--- config.mk ---
export PLATFORM = sky130hd
export DESIGN_NAME = mips_mc_control
export DESIGN_NICKNAME = d
export VERILOG_FILES = /design/src/rtl/mips_mc_control.sv
export SDC_FILE = /design/constraint.sdc
export NUM_CORES = 1
export LEC_CHECK = 0
export BUFFER_PORTS_ARGS = -buffer_cell sky130_fd_sc_hd__buf_4
export CORE_AREA = 2 2 39 41
export CTS_BUF_LIST = sky130_fd_sc_hd__clkbuf_4 sky130_fd_sc_hd__clkbuf_8
export DETAILED_ROUTE_END_ITERATION = 16
export DIE_AREA = 0 0 41 43
export GPL_TIMING_DRIVEN = 1
export PLACE_DENSITY = 0.8
export SETUP_SLACK_MARGIN = 0.15
export SKIP_LAST_GASP = 1
export SYNTH_ARGS = -nofsm -noshare
export SYNTH_HDL_FRONTEND = slang
export SYNTH_SLANG_ARGS = --single-unit
--- constraint.sdc ---
create_clock -name CLK -period 1.9 [get_ports CLK]
set_input_delay 0.095 -clock CLK [delete_from_list [all_inputs] [get_ports CLK]]
set_output_delay 0.095 -clock CLK [all_outputs]
set_load 0.01 [all_outputs]
--- src/rtl/mips_mc_control.sv ---
// Main control FSM for the multi-cycle MIPS core: Moore outputs drive every datapath select/enable.
// Optional `MC_CTRL_BNE_EN routes opcode 000101 (bne) through the BEQ state with BranchNe set.
module mips_mc_control #(
  parameter int OP_WIDTH    = 6,
  parameter int STATE_WIDTH = 4
) (
  input  logic                   CLK,
  input  logic                   Reset,
  input  logic [OP_WIDTH-1:0]    Op,
  output logic                   PCWrite,
  output logic                   PCWriteCond,
  output logic                   BranchNe,
  output logic                   IorD,
  output logic                   MemRead,
  output logic                   MemWrite,
  output logic                   MemtoReg,
  output logic                   IRWrite,
  output logic [1:0]             PCSource,
  output logic [1:0]             ALUOp,
  output logic                   ALUSrcA,
  output logic [1:0]             ALUSrcB,
  output logic                   RegWrite,
  output logic                   RegDst,
  output logic                   Illegal,
  output logic [STATE_WIDTH-1:0] State
);

  localparam logic [STATE_WIDTH-1:0] FETCH  = STATE_WIDTH'(0);
  localparam logic [STATE_WIDTH-1:0] DECODE = STATE_WIDTH'(1);
  localparam logic [STATE_WIDTH-1:0] MEMADR = STATE_WIDTH'(2);
  localparam logic [STATE_WIDTH-1:0] MEMRD  = STATE_WIDTH'(3);
  localparam logic [STATE_WIDTH-1:0] MEMWB  = STATE_WIDTH'(4);
  localparam logic [STATE_WIDTH-1:0] MEMWR  = STATE_WIDTH'(5);
  localparam logic [STATE_WIDTH-1:0] RTEX   = STATE_WIDTH'(6);
  localparam logic [STATE_WIDTH-1:0] RTWB   = STATE_WIDTH'(7);
  localparam logic [STATE_WIDTH-1:0] BEQ    = STATE_WIDTH'(8);
  localparam logic [STATE_WIDTH-1:0] JMP    = STATE_WIDTH'(9);
  localparam logic [STATE_WIDTH-1:0] ADDIEX = STATE_WIDTH'(10);
  localparam logic [STATE_WIDTH-1:0] ADDIWB = STATE_WIDTH'(11);

  localparam logic [OP_WIDTH-1:0] OP_RTYPE = OP_WIDTH'(6'b000000);
  localparam logic [OP_WIDTH-1:0] OP_J     = OP_WIDTH'(6'b000010);
  localparam logic [OP_WIDTH-1:0] OP_BEQ   = OP_WIDTH'(6'b000100);
  localparam logic [OP_WIDTH-1:0] OP_ADDI  = OP_WIDTH'(6'b001000);
  localparam logic [OP_WIDTH-1:0] OP_LW    = OP_WIDTH'(6'b100011);
  localparam logic [OP_WIDTH-1:0] OP_SW    = OP_WIDTH'(6'b101011);
`ifdef MC_CTRL_BNE_EN
  localparam logic [OP_WIDTH-1:0] OP_BNE   = OP_WIDTH'(6'b000101);
`endif

  typedef struct packed {
    logic       pcwrite;
    logic       pcwritecond;
    logic       iord;
    logic       memread;
    logic       memwrite;
    logic       memtoreg;
    logic       irwrite;
    logic [1:0] pcsource;
    logic [1:0] aluop;
    logic       alusrca;
    logic [1:0] alusrcb;
    logic       regwrite;
    logic       regdst;
  } ctrl_t;

  logic [STATE_WIDTH-1:0] state_q, state_d;
  logic                   illegal_dec;
  ctrl_t                  ctrl;

  always_ff @(posedge CLK) begin
    if (!Reset) state_q <= FETCH;
    else        state_q <= state_d;
  end

  // Next-state: Op only matters in DECODE and MEMADR, where the IR is stable.
  always_comb begin
    state_d     = FETCH;
    illegal_dec = 1'b0;
    case (state_q)
      FETCH:  state_d = DECODE;
      DECODE: begin
        case (Op)
          OP_LW, OP_SW: state_d = MEMADR;
          OP_RTYPE:     state_d = RTEX;
          OP_BEQ:       state_d = BEQ;
`ifdef MC_CTRL_BNE_EN
          OP_BNE:       state_d = BEQ;
`endif
          OP_J:         state_d = JMP;
          OP_ADDI:      state_d = ADDIEX;
          default: begin
            state_d     = FETCH;
            illegal_dec = 1'b1;
          end
        endcase
      end
      MEMADR: state_d = (Op == OP_SW) ? MEMWR : MEMRD;
      MEMRD:  state_d = MEMWB;
      RTEX:   state_d = RTWB;
      ADDIEX: state_d = ADDIWB;
      default: state_d = FETCH;
    endcase
  end

  // Moore output table; reset overrides everything so no write enable fires mid-abort.
  always_comb begin
    ctrl = '0;
    case (state_q)
      FETCH: begin
        ctrl.memread = 1'b1;
        ctrl.irwrite = 1'b1;
        ctrl.alusrcb = 2'b01;
        ctrl.pcwrite = 1'b1;
      end
      DECODE: ctrl.alusrcb = 2'b11;
      MEMADR, ADDIEX: begin
        ctrl.alusrca = 1'b1;
        ctrl.alusrcb = 2'b10;
      end
      MEMRD: begin
        ctrl.memread = 1'b1;
        ctrl.iord    = 1'b1;
      end
      MEMWB: begin
        ctrl.regwrite = 1'b1;
        ctrl.memtoreg = 1'b1;
      end
      MEMWR: begin
        ctrl.memwrite = 1'b1;
        ctrl.iord     = 1'b1;
      end
      RTEX: begin
        ctrl.alusrca = 1'b1;
        ctrl.aluop   = 2'b10;
      end
      RTWB: begin
        ctrl.regwrite = 1'b1;
        ctrl.regdst   = 1'b1;
      end
      ADDIWB: ctrl.regwrite = 1'b1;
      BEQ: begin
        ctrl.alusrca     = 1'b1;
        ctrl.aluop       = 2'b01;
        ctrl.pcwritecond = 1'b1;
        ctrl.pcsource    = 2'b01;
      end
      JMP: begin
        ctrl.pcwrite  = 1'b1;
        ctrl.pcsource = 2'b10;
      end
      default: ctrl = '0;
    endcase
    if (!Reset) ctrl = '0;
  end

  assign PCWrite     = ctrl.pcwrite;
  assign PCWriteCond = ctrl.pcwritecond;
  assign IorD        = ctrl.iord;
  assign MemRead     = ctrl.memread;
  assign MemWrite    = ctrl.memwrite;
  assign MemtoReg    = ctrl.memtoreg;
  assign IRWrite     = ctrl.irwrite;
  assign PCSource    = ctrl.pcsource;
  assign ALUOp       = ctrl.aluop;
  assign ALUSrcA     = ctrl.alusrca;
  assign ALUSrcB     = ctrl.alusrcb;
  assign RegWrite    = ctrl.regwrite;
  assign RegDst      = ctrl.regdst;
  assign Illegal     = Reset & (state_q == DECODE) & illegal_dec;
  assign State       = Reset ? state_q : FETCH;

`ifdef MC_CTRL_BNE_EN
  // Remember which branch flavour was decoded so BranchNe stays a pure state output.
  logic bne_q;
  always_ff @(posedge CLK) begin
    if (!Reset)                 bne_q <= 1'b0;
    else if (state_q == DECODE) bne_q <= (Op == OP_BNE);
  end
  assign BranchNe = Reset & (state_q == BEQ) & bne_q;
`else
  assign BranchNe = 1'b0;
`endif

  mem_excl_a: assert property (@(posedge CLK) !(MemRead && MemWrite));
  pc_excl_a:  assert property (@(posedge CLK) !(PCWrite && PCWriteCond));

endmodule

==> reports/results.ini <==
[logic_synthesis]
syn_nets = 89
syn_inst = 81
yosysTopAreaCellShare_pct = 15.3
ys_types = 30
ys_warn_count = 0
synth_area_leaders = dfxtp_1 15%, and2_1 8.4%, nor2_1 7.2%
synth.largest_area_cell = dfxtp_1
syn-mean-instance-area_um2 = 6.44
synth_sequential_area_ratio_pct = 15.3
syn_area_um2 = 522
synth-seq-cells = 4

[grt]
overflow = 0
grtUsageTotal_pct = 19.7
antenna_found_initial = 0
grt_pass1_vias = 582
grt_max_degree = 14
grt_pass1_wl_um = 2480

[placement]
place.gp.congestion = 0.806
post-place-ws_ns = 0.316
dp_hpwl_um = 1150
placed_area_um2 = 717
numPortBuffers = 28

[cells_and_area]
final_common_cell = buf_4
drive_gt1_share_pct = 32.4
top_register = state_q
area.growth.synth_to_final_pct = 42.0
n_antenna_cell = 0
fin_util_pct = 53.5
nNetsFinal = 115
final_cell_mix = 28 x buf_4, 10 x nor2_1, 8 x nand2_1, 7 x and2_1
largestRegisters = state_q: 4 flops
largest_reg_flops = 4
fin_area_um2 = 741

[pwr]
ir_drop_uv = 386
p_per_area_nw_per_um2 = 394
p_leak_nw = 0.320

[sta]
hold_viol = 0
setup_viol = 0
rsz0062_at_grt = false
worst_slack_ns = 0.291
period_minus_slack_ns = 1.61
fmax_mhz = 621
drv_slew = 0
clock_skew_ns = 0.000366
tns_ns = 0
layout_worst_path_cycle_share_pct = 84.7
hold_ws_ns = 0.172

[floorplan]
design.die.area_um2 = 1760
io_pins = 30
die_h_um = 43
initial_utilization_pct = 37.7
rows = 14
die_w_um = 41
core_region_area_um2 = 1380

[cts]
hold_buffers = 0
post_cts_resized = 0
clk_latency_ns = 0.24
path_clk_slew_ns = 0.04
cts_setup_buffers = 0
cts_sinks = 4
cts_made_buffers = 3
htree_num_levels = 1
cts_tree = yes
cts_buffer_depth = 2
cts-root-buf = clkbuf_4

[detailed_routing]
finalWirelength_um = 1500
drt_iter0_markers = 10
post_drt_via_cell_ratio = 5.35
wl_per_cell_um = 12.4
antenna_left = 0
vias = 647
first_pass_iters = 4
post-route-drc-count = 0

[worst_hold_path]
hold-path-endpoint = state_q[0]
hp-start = Reset
holdPathStages = 2
hp-class = input pin to flip-flop

[worst_setup_path]
r2r_slack_ns = 0.30
startpoint_type = flip-flop
critPathArrivalTime_ns = 1.51
r2r_end = state_q[1]
critPathMaxFanout = 11
path_class = flip-flop to output port
ff2ff_path_depth = 4
r2r_start = state_q[0]
required_ns = 1.80
end_kind = output port

[status]
status = finished, final reports clean

[job]
drv_cap = 0

[cells by family (layout without fill, tap and decap cells)]
| logic type | count (synthesis) | after routing | synth area share, % |
|---|---|---|---|
| and+or+nand+nor | 48 | 48 | 48.9 |
| AOI/OAI and AO/OA | 14 | 14 | 20.1 |
| buffers and inverters | 11 | 35 | 9.59 |
| DFF | 4 | 4 | 15.3 |
| xor gates and xnor gates | 2 | 2 | 3.36 |
| adders and majority gates | 1 | 1 | 1.92 |
| other | 1 | 1 | 0.719 |
[power by group]
group	internal (mW)	switching [mW]	leakage [nW]	total [mW]
Clock	0.0711	0.0407	0.0138	0.112
Sequential	0.0867	0.00568	0.0331	0.0924
Combinational	0.0414	0.0459	0.273	0.0873
[worst max path at each step]
stage                     startpoint    endpoint  slack [ns]  cells after the start
final                     state_q[2]    RegWrite        0.29                      4
after global routing      state_q[0]  state_q[1]        0.15                      4
after CTS                 state_q[1]    RegWrite        0.25                      5
after detailed placement  state_q[0]  state_q[1]        0.32                      4
after global placement    state_q[0]  state_q[3]        0.43                      4
after floorplan           state_q[3]  state_q[1]        0.55                      4
[cell type report]
cell class | count | area, um2
repair buffers | 28 | 210
well taps | 16 | 20.0
clock buffers | 3 | 22.5
multi-input cells | 66 | 392
inverters | 4 | 15.0
flip-flops and latches | 4 | 81.3
fillers | 143 | 643
[worst max-delay path, cell delays in order, from the launching register on]
cell and delay [ns]:
dfxtp_1 0.52, nand2_1 0.21, o32ai_1 0.27, and2_1 0.16
buf_4 0.11
[cell usage after synthesis]
cell,count
xnor2_1,1
nor2b_1,1
conb_1,1
nor4b_1,1
nand2b_1,5
and2_1,7
nand3b_1,1
or2_4,1
inv_1,4
a2111oi_4,1
nand4_1,2
o31ai_1,1
nand3_1,3
or2_1,1
o32ai_1,1
a211oi_1,1
a41oi_1,1
nand2_1,8
or4_1,1
buf_4,2
nor3_1,6
nor2_1,10
buf_2,1
xor2_1,1
or4b_1,1
a21oi_1,6
maj3_1,1
o21ai_0,3
dfxtp_1,4
clkbuf_1,4
[metrics by stage]
stage	cells	power, mW
after detailed placement	118	0.181
final	121	0.291
after global routing	121	0.309
after CTS	121	0.294
after global placement	118	0.179
after floorplan	81	0.140
[routing by layer]
metal	GRT usage, %	share of wire [%]	up-vias
met3	6.28	8.2	0
met1	27.1	41	293
met2	30.3	51	29
met4	2.00	0	0
li1	-	-	325
met5	0	0	-
No activity file was read; power rests on OpenSTA's default activity.
